$ cat src/rtl/ram_bist_64_8.sv
// March BIST engine for a single-port 64x8 RAM: write pattern, read/verify + write
// complement ascending, then read/verify complement descending.
module ram_bist_64_8 #(
  parameter int unsigned       DATA_W  = 8,
  parameter int unsigned       ADDR_W  = 6,
  parameter logic [DATA_W-1:0] PATTERN = 8'h55
) (
  input  logic              clk,
  input  logic              rst,
  input  logic              start,
  output logic              busy,
  output logic              done,
  output logic              pass,
  output logic [ADDR_W-1:0] fail_addr,
  output logic [DATA_W-1:0] fail_data,
  output logic [DATA_W-1:0] mem_data,
  output logic [ADDR_W-1:0] mem_addr,
  output logic              mem_we,
  input  logic [DATA_W-1:0] mem_q
);

  localparam logic [ADDR_W-1:0] ADDR_LAST = '1;
  localparam logic [ADDR_W-1:0] ADDR_ZERO = '0;

  typedef enum logic [2:0] {
    S_IDLE,
    S_W0,
    S_R0W1,
    S_R1,
    S_R1_DRAIN,
    S_DONE
  } state_t;

  state_t            state_q;
  logic              busy_q;
  logic              done_q;
  logic              pass_q;
  logic [ADDR_W-1:0] fail_addr_q;
  logic [DATA_W-1:0] fail_data_q;
  logic [DATA_W-1:0] mem_data_q;
  logic [ADDR_W-1:0] mem_addr_q;
  logic              mem_we_q;
  logic              cmp_valid_q;
  logic [ADDR_W-1:0] cmp_addr_q;

  logic              cmp_en_c;
  logic [DATA_W-1:0] cmp_exp_c;
  logic [ADDR_W-1:0] cmp_addr_c;
  logic              mismatch_c;

  // Select which compare is live this cycle; R1 compares lag the read by one cycle.
  always_comb begin
    cmp_en_c   = 1'b0;
    cmp_exp_c  = PATTERN;
    cmp_addr_c = mem_addr_q;
    if (state_q == S_R0W1 && mem_we_q) begin
      cmp_en_c   = 1'b1;
      cmp_exp_c  = PATTERN;
      cmp_addr_c = mem_addr_q;
    end else if ((state_q == S_R1 || state_q == S_R1_DRAIN) && cmp_valid_q) begin
      cmp_en_c   = 1'b1;
      cmp_exp_c  = ~PATTERN;
      cmp_addr_c = cmp_addr_q;
    end
    mismatch_c = cmp_en_c && (mem_q != cmp_exp_c);
  end

  // March sequencer; every RAM-side and result output is a flop.
  always_ff @(posedge clk) begin
    if (rst) begin
      state_q     <= S_IDLE;
      busy_q      <= 1'b0;
      done_q      <= 1'b0;
      pass_q      <= 1'b0;
      fail_addr_q <= '0;
      fail_data_q <= '0;
      mem_data_q  <= '0;
      mem_addr_q  <= '0;
      mem_we_q    <= 1'b0;
      cmp_valid_q <= 1'b0;
      cmp_addr_q  <= '0;
    end else begin
      done_q      <= 1'b0;
      cmp_valid_q <= 1'b0;
      if (mismatch_c) begin
        state_q     <= S_DONE;
        busy_q      <= 1'b0;
        done_q      <= 1'b1;
        pass_q      <= 1'b0;
        mem_we_q    <= 1'b0;
        fail_addr_q <= cmp_addr_c;
        fail_data_q <= mem_q;
      end else begin
        case (state_q)
          S_IDLE: begin
            mem_we_q <= 1'b0;
            if (start) begin
              state_q     <= S_W0;
              busy_q      <= 1'b1;
              pass_q      <= 1'b0;
              fail_addr_q <= '0;
              fail_data_q <= '0;
              mem_addr_q  <= '0;
              mem_data_q  <= PATTERN;
              mem_we_q    <= 1'b1;
            end
          end
          S_W0: begin
            if (mem_addr_q == ADDR_LAST) begin
              state_q    <= S_R0W1;
              mem_addr_q <= '0;
              mem_we_q   <= 1'b0;
            end else begin
              mem_addr_q <= mem_addr_q + ADDR_W'(1);
            end
          end
          S_R0W1: begin
            // mem_we_q low marks the read half of the address pair
            if (!mem_we_q) begin
              mem_we_q   <= 1'b1;
              mem_data_q <= ~PATTERN;
            end else if (mem_addr_q == ADDR_LAST) begin
              state_q    <= S_R1;
              mem_we_q   <= 1'b0;
            end else begin
              mem_addr_q <= mem_addr_q + ADDR_W'(1);
              mem_we_q   <= 1'b0;
            end
          end
          S_R1: begin
            cmp_valid_q <= 1'b1;
            cmp_addr_q  <= mem_addr_q;
            if (mem_addr_q == ADDR_ZERO) begin
              state_q <= S_R1_DRAIN;
            end else begin
              mem_addr_q <= mem_addr_q - ADDR_W'(1);
            end
          end
          S_R1_DRAIN: begin
            state_q <= S_DONE;
            busy_q  <= 1'b0;
            done_q  <= 1'b1;
            pass_q  <= 1'b1;
          end
          S_DONE: begin
            state_q  <= S_IDLE;
            mem_we_q <= 1'b0;
          end
          default: begin
            state_q  <= S_IDLE;
            busy_q   <= 1'b0;
            mem_we_q <= 1'b0;
          end
        endcase
      end
    end
  end

  assign busy      = busy_q;
  assign done      = done_q;
  assign pass      = pass_q;
  assign fail_addr = fail_addr_q;
  assign fail_data = fail_data_q;
  assign mem_data  = mem_data_q;
  assign mem_addr  = mem_addr_q;
  assign mem_we    = mem_we_q;

endmodule

$ cat config.mk
export PLATFORM = sky130hd
export DESIGN_NAME = ram_bist_64_8
export DESIGN_NICKNAME = d
export VERILOG_FILES = /design/src/rtl/ram_bist_64_8.sv
export SDC_FILE = /design/constraint.sdc
export NUM_CORES = 1
export LEC_CHECK = 0
export CORE_MARGIN = 2
export CORE_UTILIZATION = 55
export CTS_CLUSTER_SIZE = 28
export DETAILED_ROUTE_END_ITERATION = 10
export PLACE_DENSITY = 0.85
export SLEW_MARGIN = 30
export SYNTH_ARGS = -nofsm -noshare
export SYNTH_HDL_FRONTEND = slang
export SYNTH_SLANG_ARGS = --single-unit
$ cat constraint.sdc
create_clock -name clk -period 5 [get_ports clk]
set_clock_uncertainty 0.1 [all_clocks]
set_input_delay 0.75 -clock clk [delete_from_list [all_inputs] [get_ports clk]]
set_output_delay 0.75 -clock clk [all_outputs]
set_load 0.02 [all_outputs]
* Word-level counts from Yosys, hierarchy flattened
Cells that the tools add are included.
** Word-level totals
- Output and inout bits :: 32
- Logic and storage cells :: 98
- Flip-flop bits (word level) :: 42
- Input port bits :: 11
** Operators by class
- Eq/ne operators :: 20
- Bitwise operators :: 3
- Mux-type cells :: 38
- Reduce and logical (&&, ||, !) cells :: 23
- Add/sub/neg operators :: 2
** Operators with widths (count)
- $mux W8 :: 7
- $mux W6 :: 9
- $pmux W6 S4 :: 1
- $mux W3 :: 6
- $pmux W8 S2 :: 1
- $pmux W3 S5 :: 1
- $ne A2 B2 Y1 const B :: 6
- $mux W1 :: 10
- $reduce_and A2 Y1 :: 5
- $reduce_and A5 Y1 :: 2
- $ne A3 B3 Y1 const B :: 3
- $ne A8 B8 Y1 :: 1
- $reduce_bool A2 Y1 :: 4
- $add A6 B1 Y6 const B :: 1
- $eq A3 B2 Y1 const B :: 2
- $eq A3 B3 Y1 const B :: 2
- $eq A6 B6 Y1 const B :: 1
- $logic_not A6 Y1 :: 1
- $ne A3 B2 Y1 const B :: 2
- $reduce_and A6 Y1 :: 1
- $sub A6 B1 Y6 const B :: 1
- $ne A2 B1 Y1 const B :: 2
- $pmux W1 S2 :: 2
- $pmux W1 S4 :: 1
- other kinds (9) :: 14

* Depth between registers and ports, before layout
- Word-level depth :: 9
- Depth in mapped cells :: 8
- Depth with buffers taken out :: 7

* Worst setup path after synthesis
OpenSTA, ideal clock, no wires.
- Kind :: register to register
- Start :: reg mem_addr_q[0] (netlist: mem_addr[0])
- End :: reg mem_addr_q[5] (netlist: mem_addr[5])
- Data arrival time :: 1980 ps
- Period minus slack after synthesis :: 2171 ps
- Path slack :: 2829 ps
- Cell stages (with the launch flop) :: 8
- Setup time :: 91 ps
- Buffers on the path :: 1
- Data required time :: 4809 ps
- Path through :: dfxtp_1 -> clkbuf_1 -> inv_1 -> ha_1 -> and4b_1 -> a221oi_4 -> a21oi_1 -> a311oi_1
** Between the ends
- Word-level cells in the longest chain between the ends :: 4
- Elaborated cells on any way between the ends :: 12
- Classes of those cells :: add/sub (2); eq/ne (3); mux (5); reduce/logical (2)
** RTL lines
- start, declared :: line 41 : logic [ADDR_W-1:0] mem_addr_q;
- start signal, assigned :: line 114 : mem_addr_q <= mem_addr_q + ADDR_W'(1);
- start signal, assigned :: line 126 : mem_addr_q <= mem_addr_q + ADDR_W'(1);
- start signal, assigned :: line 136 : mem_addr_q <= mem_addr_q - ADDR_W'(1);
- $add A6 B1 Y6 :: line 114, 126
- $mux W6 :: line 122 : end else if (mem_addr_q == ADDR_LAST) begin
- $mux W6 :: line 119 : if (!mem_we_q) begin
- $pmux W6 S4 :: line 94 : case (state_q)
Parallel ways exist; a longest one is shown, timed or not. The select of a mux whose other input is x is not followed.
A chain may end at the register's enable or synchronous reset.

* Final worst setup path
- Start :: in mem_q[3]
- End :: reg state_q[1]
** Between the ends
- Word-level cells in the longest chain between the ends :: 3
** RTL lines
- start, declared :: line 19 : input logic [DATA_W-1:0] mem_q
- $ne A8 B8 Y1 :: line 65 : mismatch_c = cmp_en_c && (mem_q != cmp_exp_c);
- $logic_and A1 B1 Y1 :: line 65
- $reduce_or A2 Y1 (no source line)
- end signal, assigned :: line 71 : state_q <= S_IDLE;
- end signal, assigned :: line 86 : state_q <= S_DONE;
- end signal, assigned :: line 98 : state_q <= S_W0;
- end, declared :: line 34 : state_t state_q;
No other way between the ends.

==> reports/metrics.cfg <==
[setup_path]
path_class = in2reg
crit_path_max_fanout = 25
required_ns = 5.11
crit_path_start = mem_q[3]
r2r_cells = 5
crit_path_top_delay_cell = a21oi_4
crit_buf_inv = 1
crit_family = simple AND/OR/NAND/NOR gates
critPathArrivalTime_ns = 2.82
endpoint = state_q[1]$_SDFFE_PP0P_
cpPeakStageDelay_ns = 0.59
r2r_slack_ns = 2.51
rr_endpoint = state_q[1]$_SDFFE_PP0P_
crit_chain = clkdlybuf4s50_1 -> nor4bb_1 -> nand2_1 -> a21oi_4 -> nand2b_1 -> nor3_1
r2r-start = state_q[0]$_SDFFE_PP0P_
critPathLaunchType = input pin
end_kind = flop
cp_num_cells = 6

[drt]
wl_per_cell_um = 13.8
vias = 1831
drc = 0
viasPerCell = 5.79
drt_wl_total_um = 4380
drt_iter0_drc = 65
drtAntennaViolNets = 0
drtPass1Iterations = 5

[power]
power_density_nw_per_um2 = 241
p_sw_mw = 0.160
p_seq_share_pct = 52.0
leakagePower_nw = 0.858
switching_share_pct = 27.1
peakVddDrop_uv = 191
combPwrFrac_pct = 13.6
power_frac_clock_pct = 34.3
total_power_mw = 0.589
internal_power_mw = 0.429

[timing]
tightest_slew_ns = 0.833
fin_hold_ws_ns = 0.368
min_period_ns = 2.71
rsz0062_at_grt = no
finalHoldViolCount = 0
slew_headroom_pct = 44.4
drv_slew = 0
setup_viol = 0
finalCritPeriodShare_pct = 54.3
final.setup.tns_ns = 0
fmax_mhz = 369
fin_ws_ns = 2.29

[clock_network]
clkTransAtPathRegs_ns = 0.08
cts_tree = yes
clkLatencyLatePin_ns = 0.29
ctsResizeCount = 0
cts_hold_buffers = 0
cts.sinks = 36
clockBufferDepth = 2
h-tree-depth = 2
cts_made_buffers = 5
postCtsSetupBuffers = 0
clockRootBuffer = clkbuf_8

[floorplan]
start_util_pct = 56.6
core-area_um2 = 3610
fp.dieH_um = 64.9
die_w_um = 64.9
row_count = 22
die_area_um2 = 4210
ios = 43

[logic_synthesis]
synthCells = 245
synth_seq_area_share_pct = 35.3
synth_flop_cell = dfxtp_1
ys_ff_latch = 36
yosysWarnings = 0
synth_area_um2 = 2040
async_flop_share_pct = 0
postSynthAreaPerCell_um2 = 8.32
synth_edf_count = 0
ys_types = 55
syn_nets = 259

[grt]
grt_max_degree = 33
antenna_found_initial = 0
track_usage_pct = 21.1
grt_pass1_vias = 1614
grt_pass1_wl_um = 7130
overflow = 0

[min_path]
hp-start = fail_data[2]$_SDFFE_PP0P_
min_path_cells = 2
hold_class = reg2reg

[layout]
syn2layout_area_growth_pct = 19.9
final_core_util_pct = 67.8
antenna_cells = 0
drive_above_1_share_pct = 7.84
nets = 281

[run_status]
run_status = completed

[run]
cap_violations = 0

[placed_design]
pre_cts_ws_ns = 2.04
dp_hpwl_um = 2990
io_buffers = 42
gp_congestion = 0.838

-- per-layer routing --
| metal | track usage, % | share of wire (%) | vias to the layer above |
|---|---|---|---|
| met2 | 36.3 | 48 | 49 |
| met3 | 4.51 | 5.3 | 3 |
| met5 | 0 | 0 | - |
| li1 | - | - | 928 |
| met4 | 4.52 | 0.41 | 0 |
| met1 | 27.0 | 46 | 851 |
-- cells in the mapped netlist, drive strengths merged (2+ instances only) --
cell | number | area share, %
a21oi | 29 | 7.7
a22oi | 2 | 0.74
a31oi | 2 | 0.61
and4b | 2 | 0.98
buf | 18 | 6.1
clkbuf | 9 | 1.7
dfxtp | 36 | 35
ha | 3 | 1.8
inv | 4 | 0.74
mux2 | 6 | 3.3
mux2i | 6 | 2.9
nand2 | 23 | 4.2
nand3 | 20 | 4.9
nand3b | 3 | 1.1
nand4b | 2 | 0.86
nand4bb | 2 | 1.1
nor2 | 17 | 3.1
nor2b | 3 | 0.92
nor3 | 11 | 2.7
nor3b | 4 | 1.7
nor4bb | 2 | 0.98
o21ai | 11 | 2.9
o22ai | 2 | 0.61
xnor2 | 4 | 1.7
-- state kept, by name (all words and copies together) (netlist names) --
register,cells
fail_data,8
cmp_addr_q,6
fail_addr,6
mem_addr,6
state_q,3
mem_data,2
busy,1
cmp_valid_q,1
done,1
mem_we,1
pass,1
-- cell usage in the layout, fill, tap and decap left out, types with 5 or more instances in the layout --
| cell | Yosys | routed |
|---|---|---|
| clkdlybuf4s50_1 | 0 | 41 |
| dfxtp_1 | 36 | 36 |
| a21oi_1 | 28 | 28 |
| nand2_1 | 23 | 23 |
| nand3_1 | 20 | 20 |
| nor2_1 | 17 | 17 |
| nor3_1 | 11 | 11 |
| o21ai_0 | 9 | 9 |
| mux2_2 | 6 | 6 |
| mux2i_1 | 6 | 6 |
| clkbuf_8 | 0 | 5 |
-- stage by stage --
step	instances	instance area, um^2
5_1_grt	316	2440
3_5_place_dp	308	2360
6_report	316	2440
2_1_floorplan	245	2040
3_3_place_gp	308	2360
4_1_cts	316	2440
-- final cells by class --
cell class | instances | area, um^2
Timing Repair Buffer | 42 | 415
Fill cell | 303 | 1160
Sequential cell | 36 | 721
Tap cell | 48 | 60.1
Clock inverter | 3 | 18.8
Multi-Input combinational cell | 178 | 1150
Clock buffer | 5 | 68.8
Inverter | 4 | 15.0
-- tightest hold or removal path: stages (launching register included) --
cell and delay, ns:
dfxtp_1 0.31, nand3_1 0.06, a21oi_1 0.06
-- power groups by stage --
stage	Sequential [mW]	Clock (mW)	Combinational (mW)
5_1_grt	0.308	0.218	0.0870
4_1_cts	0.306	0.204	0.0803
3_5_place_dp	0.313	0	0.0796
3_3_place_gp	0.313	0	0.0787
6_report	0.306	0.202	0.0802
2_1_floorplan	0.309	0	0.0565
-- cells by family (layout without fill, tap and decap cells) --
family / Yosys count / after routing / share of synthesized area [%]
simple gates: 96 / 96 / 25.4
mux: 12 / 12 / 6.26
buf+inv: 31 / 54 / 8.47
flops: 36 / 36 / 35.3
compound gates: 62 / 62 / 20.6
fa+ha+maj: 3 / 3 / 1.84
xor+xnor: 5 / 5 / 2.15
-- how the worst min path moves through the flow --
stage	endpoint
final	fail_data[2]$_SDFFE_PP0P_
after global routing	fail_addr[5]$_SDFFE_PP0P_
after CTS	fail_addr[1]$_SDFFE_PP0P_
after detailed placement	fail_addr[1]$_SDFFE_PP0P_
after global placement	fail_data[6]$_SDFFE_PP0P_
after floorplan	cmp_addr_q[0]$_SDFFE_PP0P_
Note: power is estimated with default switching activity, not from simulation.
